<file path="config.mk">
export PLATFORM = sky130hd
export DESIGN_NAME = tcp_decoder
export DESIGN_NICKNAME = d
export VERILOG_FILES = /design/src/rtl/tcp_decoder_pkg.sv /design/src/rtl/tcp_csum_acc.sv /design/src/rtl/tcp_decoder.sv
export SDC_FILE = /design/constraint.sdc
export NUM_CORES = 1
export LEC_CHECK = 0
export CAP_MARGIN = 30
export CORE_ASPECT_RATIO = 1.2
export CORE_MARGIN = 3
export CORE_UTILIZATION = 25
export CTS_CLUSTER_DIAMETER = 120
export DETAILED_ROUTE_END_ITERATION = 10
export HOLD_SLACK_MARGIN = 0.05
export SYNTH_ARGS = -nofsm -noshare
export SYNTH_HDL_FRONTEND = slang
export SYNTH_SLANG_ARGS = --single-unit
</file>
<file path="constraint.sdc">
create_clock -name clk -period 17.7 [get_ports clk]
set_input_delay 3.54 -clock clk [delete_from_list [all_inputs] [get_ports clk]]
set_output_delay 3.54 -clock clk [all_outputs]
set_load 0.005 [all_outputs]
</file>
<file path="src/rtl/tcp_decoder_pkg.sv">
// Shared definitions for the TCP segment decoder and its checksum helper.
package tcp_decoder_pkg;

  localparam int unsigned WORD_W = 32;
  localparam int unsigned HALF_W = 16;

  typedef enum logic [2:0] {
    IDLE = 3'd0,
    HDR  = 3'd1,
    OPT  = 3'd2,
    PAY  = 3'd3,
    DONE = 3'd4
  } state_t;

  localparam logic [15:0] TCP_PROTO = 16'd6;
  localparam logic [3:0]  MIN_DOFF  = 4'd5;

  // Header word indices within a segment
  localparam logic [2:0] W_PORTS = 3'd0;
  localparam logic [2:0] W_SEQ   = 3'd1;
  localparam logic [2:0] W_ACK   = 3'd2;
  localparam logic [2:0] W_CTRL  = 3'd3;
  localparam logic [2:0] W_CSUM  = 3'd4;

  // Two end-around-carry folds bring any 32-bit sum into 16 bits without overflow
  function automatic logic [HALF_W-1:0] csum_fold(input logic [WORD_W-1:0] sum);
    logic [16:0] f1;
    logic [15:0] f2;
    f1 = 17'(sum[31:16]) + 17'(sum[15:0]);
    f2 = f1[15:0] + 16'(f1[16]);
    return f2;
  endfunction

endpackage

</file>
<file path="src/rtl/tcp_csum_acc.sv">
// Ones'-complement checksum accumulator: seed load, per-word add, folded view of the next sum.
module tcp_csum_acc
  import tcp_decoder_pkg::*;
(
  input  logic              clk,
  input  logic              reset,
  input  logic              load,
  input  logic              add_en,
  input  logic [WORD_W-1:0] seed,
  input  logic [WORD_W-1:0] word,
  output logic [HALF_W-1:0] fold_c
);

  logic [WORD_W-1:0] acc;
  logic [WORD_W-1:0] acc_base;
  logic [WORD_W-1:0] acc_nxt;

  always_comb begin
    acc_base = load ? seed : acc;
    acc_nxt  = acc_base;
    if (add_en) begin
      acc_nxt = acc_base + 32'(word[31:16]) + 32'(word[15:0]);
    end
  end

  always_ff @(posedge clk) begin
    if (!reset) begin
      acc <= '0;
    end else begin
      acc <= acc_nxt;
    end
  end

  // Fold includes the word being accepted so the verdict can register with it
  assign fold_c = csum_fold(acc_nxt);

endmodule

</file>
<file path="src/rtl/tcp_decoder.sv">
// TCP segment decoder: parses the header, forwards options/payload, verifies the checksum.
module tcp_decoder
  import tcp_decoder_pkg::*;
(
  input  logic        clk,
  input  logic        reset,
  input  logic [31:0] data,
  input  logic        data_av,
  input  logic        start,
  input  logic [15:0] len,
  input  logic [31:0] src_ip,
  input  logic [31:0] dest_ip,
  output logic [15:0] src_port,
  output logic [15:0] dest_port,
  output logic [31:0] seq_num,
  output logic [31:0] ack_num,
  output logic        f_urg,
  output logic        f_ack,
  output logic        f_psh,
  output logic        f_rst,
  output logic        f_syn,
  output logic        f_fin,
  output logic [15:0] window,
  output logic [15:0] urg_ptr,
  output logic [15:0] checksum,
  output logic [3:0]  opt_word,
  output logic        hdr_valid,
  output logic [31:0] out_data,
  output logic        out_valid,
  output logic        out_opt,
  output logic        out_last,
  output logic [1:0]  out_bytes,
  output logic        fin,
  output logic        chk_ok,
  output logic        err
);

  state_t      state;
  state_t      state_nxt;
  state_t      pay_route;
  state_t      hdr_route;

  logic [15:0] len_r;
  logic [2:0]  hdr_idx;
  logic [3:0]  doff_r;
  logic [3:0]  opt_cnt;
  logic [14:0] pay_cnt;
  logic [1:0]  pay_rem;

  logic [15:0] hdr_bytes;
  logic [15:0] pay_len;
  logic [14:0] pay_words;
  logic        hdr_bad;

  logic        restart;
  logic        hdr_word;
  logic        fwd_opt;
  logic        fwd_pay;
  logic        err_set;
  logic        csum_add;
  logic [31:0] csum_seed;
  logic [15:0] csum_fold_c;

  assign restart  = data_av & start;
  assign csum_add = restart | hdr_word | fwd_opt | fwd_pay;

  assign csum_seed = 32'(src_ip[31:16]) + 32'(src_ip[15:0]) +
                     32'(dest_ip[31:16]) + 32'(dest_ip[15:0]) +
                     32'(TCP_PROTO) + 32'(len);

  tcp_csum_acc u_csum (
    .clk    (clk),
    .reset  (reset),
    .load   (restart),
    .add_en (csum_add),
    .seed   (csum_seed),
    .word   (data),
    .fold_c (csum_fold_c)
  );

  // Segment geometry derived from the captured offset and length
  always_comb begin
    hdr_bytes = {10'd0, doff_r, 2'b00};
    pay_len   = len_r - hdr_bytes;
    pay_words = 15'((17'(pay_len) + 17'd3) >> 2);
    hdr_bad   = (doff_r < MIN_DOFF) || (hdr_bytes > len_r);
    pay_route = (pay_len != 16'd0) ? PAY : DONE;
    if (hdr_bad) begin
      hdr_route = DONE;
    end else if (doff_r > MIN_DOFF) begin
      hdr_route = OPT;
    end else begin
      hdr_route = pay_route;
    end
  end

  always_ff @(posedge clk) begin
    if (!reset) begin
      state <= IDLE;
    end else begin
      state <= state_nxt;
    end
  end

  // A start word in any state restarts the parse; DONE lasts exactly one cycle
  always_comb begin
    state_nxt = state;
    hdr_word  = 1'b0;
    fwd_opt   = 1'b0;
    fwd_pay   = 1'b0;
    err_set   = 1'b0;
    unique case (state)
      IDLE: begin
        if (restart) state_nxt = HDR;
      end
      HDR: begin
        if (restart) begin
          state_nxt = HDR;
        end else if (data_av) begin
          hdr_word = 1'b1;
          if (hdr_idx == W_CSUM) begin
            state_nxt = hdr_route;
            err_set   = hdr_bad;
          end
        end
      end
      OPT: begin
        if (restart) begin
          state_nxt = HDR;
        end else if (data_av) begin
          fwd_opt = 1'b1;
          if (opt_cnt == 4'd1) state_nxt = pay_route;
        end
      end
      PAY: begin
        if (restart) begin
          state_nxt = HDR;
        end else if (data_av) begin
          fwd_pay = 1'b1;
          if (pay_cnt == 15'd1) state_nxt = DONE;
        end
      end
      DONE: begin
        state_nxt = restart ? HDR : IDLE;
      end
      default: state_nxt = IDLE;
    endcase
  end

  always_ff @(posedge clk) begin
    if (!reset) begin
      len_r     <= '0;
      hdr_idx   <= W_PORTS;
      doff_r    <= '0;
      opt_cnt   <= '0;
      pay_cnt   <= '0;
      pay_rem   <= '0;
      src_port  <= '0;
      dest_port <= '0;
      seq_num   <= '0;
      ack_num   <= '0;
      {f_urg, f_ack, f_psh, f_rst, f_syn, f_fin} <= '0;
      window    <= '0;
      urg_ptr   <= '0;
      checksum  <= '0;
      opt_word  <= '0;
      hdr_valid <= 1'b0;
      out_data  <= '0;
      out_valid <= 1'b0;
      out_opt   <= 1'b0;
      out_last  <= 1'b0;
      out_bytes <= '0;
      fin       <= 1'b0;
      chk_ok    <= 1'b0;
      err       <= 1'b0;
    end else begin
      out_valid <= fwd_opt | fwd_pay;
      out_opt   <= fwd_opt;
      out_last  <= fwd_pay && (pay_cnt == 15'd1);
      out_bytes <= (fwd_pay && (pay_cnt == 15'd1)) ? pay_rem : 2'd0;
      fin       <= (state_nxt == DONE);
      if (fwd_opt | fwd_pay) out_data <= data;

      if (restart) begin
        len_r     <= len;
        src_port  <= data[31:16];
        dest_port <= data[15:0];
        hdr_idx   <= W_SEQ;
        hdr_valid <= 1'b0;
        chk_ok    <= 1'b0;
        err       <= 1'b0;
      end else if (hdr_word) begin
        hdr_idx <= hdr_idx + 3'd1;
        case (hdr_idx)
          W_SEQ: seq_num <= data;
          W_ACK: ack_num <= data;
          W_CTRL: begin
            doff_r <= data[31:28];
            {f_urg, f_ack, f_psh, f_rst, f_syn, f_fin} <= data[21:16];
            window   <= data[15:0];
            opt_word <= (data[31:28] > MIN_DOFF) ? data[31:28] - MIN_DOFF : 4'd0;
          end
          W_CSUM: begin
            checksum  <= data[31:16];
            urg_ptr   <= data[15:0];
            hdr_valid <= 1'b1;
            err       <= hdr_bad;
            opt_cnt   <= doff_r - MIN_DOFF;
            pay_cnt   <= pay_words;
            pay_rem   <= pay_len[1:0];
          end
          default: ;
        endcase
      end

      if (fwd_opt) opt_cnt <= opt_cnt - 4'd1;
      if (fwd_pay) pay_cnt <= pay_cnt - 15'd1;

      // Verdict registers together with the fin pulse on entry to DONE
      if (state_nxt == DONE) chk_ok <= (csum_fold_c == 16'hFFFF) && !err_set;
    end
  end

endmodule
</file>
==> flow_summary_export.csv <==
group,metric,value,unit
outcome,outcome,"finished clean",
worst_setup_path,cp_common_cell,"inv_1",
timing,finalMaxSlewViolations,0,
timing,fin_skew,0.0281,ns
power,leakage,0.00785,uW
routing,post_drt_wl_per_cell,19.0,microns
cells_and_area,diodes,0,
die,initial_core_util,0.254,
routing,drt-initial-drc-count,972,
routing,dr.pass1.iters,7,
synthesis,synth_area_leaders,"dfxtp_1 (35%), nand2_1 (12%), a21oi_1 (8.9%)",
routing,wl,58.2,mm
worst_setup_path,endpoint,"chk_ok",
cts,insertion_delay,0.60,ns
cts,cts_sinks,274,
place,place_worst_setup_slack,2.75,ns
synthesis,yosys.area.top_type,"dfxtp_1",
routing,via_per_inst,4.79,
timing,fin_crit_sh,0.818,
timing,tightest_slew,0.965,ns
routing,ant_nets,0,
synthesis,syn_area,15500,sq um
cts,postCtsSetupRepairBufs,0,
die,fp.dieH,279,microns
timing,setup_viol,0,
timing,period_minus_slack,14.48,ns
cts,tritoncts,"done",
timing,fmax,0.0691,GHz
cells_and_area,most-common-layout-cells,"nand2_1 (479), clkdlybuf4s50_1 (310), a21oi_1 (276)",
die,ioPinCount,311,
timing,tns,0,ns
cells_and_area,stdcell_area,20600,sq um
place,postPlaceCellArea,19500,sq um
global_routing,grt_max_degree,123,
worst_setup_path,cp_slowest_stage_delay,0.82,ns
cells_and_area,nets,2496,
synthesis,ys_seq_area_frac,0.354,
worst_setup_path,timing_worst_setup_path_type,"in2reg",
timing,setup_ws,3.22,ns
cells_and_area,final_common_cell,"nand2_1",
worst_setup_path,r2r-start,"u_csum.acc[1]",
cts,htree_levels,1,
cells_and_area,drive_gt1_frac,0.0506,
worst_setup_path,worstPathRequired,18.20,ns
cts,cts_buffers,31,
routing,drc,0,
cells_and_area,areaGrowthSynthToFinish,33.0,%
synthesis,synth_cell_types,83,
cts,postCtsHoldBufs,0,
synthesis,yosysTopAreaCellShare,0.354,
global_routing,grtUsageTotal,0.174,
die,rows,99,
synthesis,synth_edf_count,0,
power,power_density,110,nW/um^2
global_routing,grt_pass1_vias,14690,
synthesis,synth_fp_nets,2230,
worst_setup_path,reg2reg_setup_slack,9.45,ns
cells_and_area,utilization,0.338,
timing,rsz0062_at_grt,"no",
synthesis,synthFlopType,"dfxtp_1",
worst_setup_path,start_kind,"input port",
synthesis,netlist_instances,1964,
power,vdd_drop_max,0.0716,mV
cts,clk_path_buf_depth,3,
global_routing,grt_first_pass_wirelength,87.5,mm
job,maxCapViolCount,0,
timing,finalHoldViolCount,0,
die,coreArea,61100,sq um
worst_setup_path,r2r_cells,33,
synthesis,avgSynthCellArea,7.89,sq um
place,hpwl,43.4,mm
worst_setup_path,cp_max_fo,5,
cts,ctsResizeCount,0,
worst_setup_path,critPathArrivalTime,14.98,ns
worst_setup_path,startpoint,"len[3]",
worst_setup_path,critical_path.slowest_cell,"a2111oi_0",
place,gp_congestion,0.882,
worst_setup_path,regToRegEndpoint,"chk_ok",
cts,root_buffer,"clkbuf_16",
die,dieArea,65100,sq um
synthesis,async_flop_share,0,
die,chipWidth,233,microns
timing,slew_headroom,0.351,
cts,clk_pin_slew,0.06,ns
routing,vias,14649,
place,io_buffers,310,
global_routing,grt_antenna_before_repair,0,
synthesis,ys_ff_latch,274,
global_routing,grt_overflow_total,0,
worst_hold_path,hp-class,"reg2reg",
worst_setup_path,cp-end-kind,"flip-flop",
synthesis,yosys_warnings,0,
## worst min path at each step
stage                              from       endpoint  cells after the start
after floorplan              pay_rem[0]   out_bytes[0]                      1
after global placement    dest_port[15]  dest_port[15]                      2
after detailed placement     pay_rem[0]     pay_rem[0]                      2
after CTS                   src_port[6]    src_port[6]                      2
after global routing        src_port[3]    src_port[3]                      2
final                        pay_rem[1]     pay_rem[1]                      2
## cells by family (layout without fill, tap and decap cells)
logic type,count (synthesis),count (layout),share of synthesized area
xor gates and xnor gates,71,71,0.0401
adders and majority gates,150,150,0.153
DFF,274,274,0.354
AOI/OAI and AO/OA,450,450,0.169
muxes,10,10,0.00670
buffers and inverters,244,532,0.0592
and+or+nand+nor,765,765,0.217
## metrics by stage
step	total power (uW)	hold slack, ns	instances
after global routing	2430	0.468	3060
final	2270	0.450	3060
after floorplan	1310	0.430	1964
after detailed placement	1590	0.445	3004
after global placement	1570	0.443	3001
after CTS	2290	0.454	3059
## synthesized netlist by cell type (26+ instances only)
cell	count
nor2_1	93
and2_1	31
xor2_1	41
nand3_1	26
nor3_1	32
o21ai_0	54
xnor2_1	30
nand2_1	480
fa_1	67
ha_1	83
clkbuf_1	90
inv_1	145
dfxtp_1	274
a21oi_1	276
## routing by layer
layer,vias to the layer above,GRT usage,share of wire
li1,7082,-,-
met3,125,0.0216,0.055
met5,-,0,0
met4,0,0.0834,0.053
met2,466,0.314,0.50
met1,6976,0.203,0.39
## sequential cells by signal (all words and copies together), names as in the netlist, 2 cells and up
name,cells
ack_num,32
checksum,16
dest_port,16
doff_r,4
hdr_idx,3
len_r,16
opt_cnt,4
opt_word,4
out_bytes,2
out_data,32
pay_cnt,15
pay_rem,2
seq_num,32
src_port,16
state,3
u_csum.acc,32
urg_ptr,16
window,16
## power by group
group / total [uW] / switching, uW / leakage (uW) / internal (uW)
combinational: 928 / 551 / 0.00509 / 377
clock: 694 / 281 / 0.000539 / 413
sequential: 652 / 12.8 / 0.00222 / 639
total: 2270 / 845 / 0.00785 / 1430
## final cells by class
cell class                      count  area, sq um
Fill cell                        6355        40400
Multi-Input combinational cell   1446         9140
Sequential cell                   274         5490
Timing Repair Buffer              331         3340
Tap cell                          808         1010
Clock buffer                       36          835
Inverter                          146          553
Clock inverter                     19          265
## critical path, delay by kind of cell
kind,cells,cell delay (ns)
compound gates,17,4.55
xor+xnor,2,0.37
fa+ha+maj,9,3.65
buf+inv,7,0.94
simple gates,10,1.93
Power figures use the tool's default switching activity.
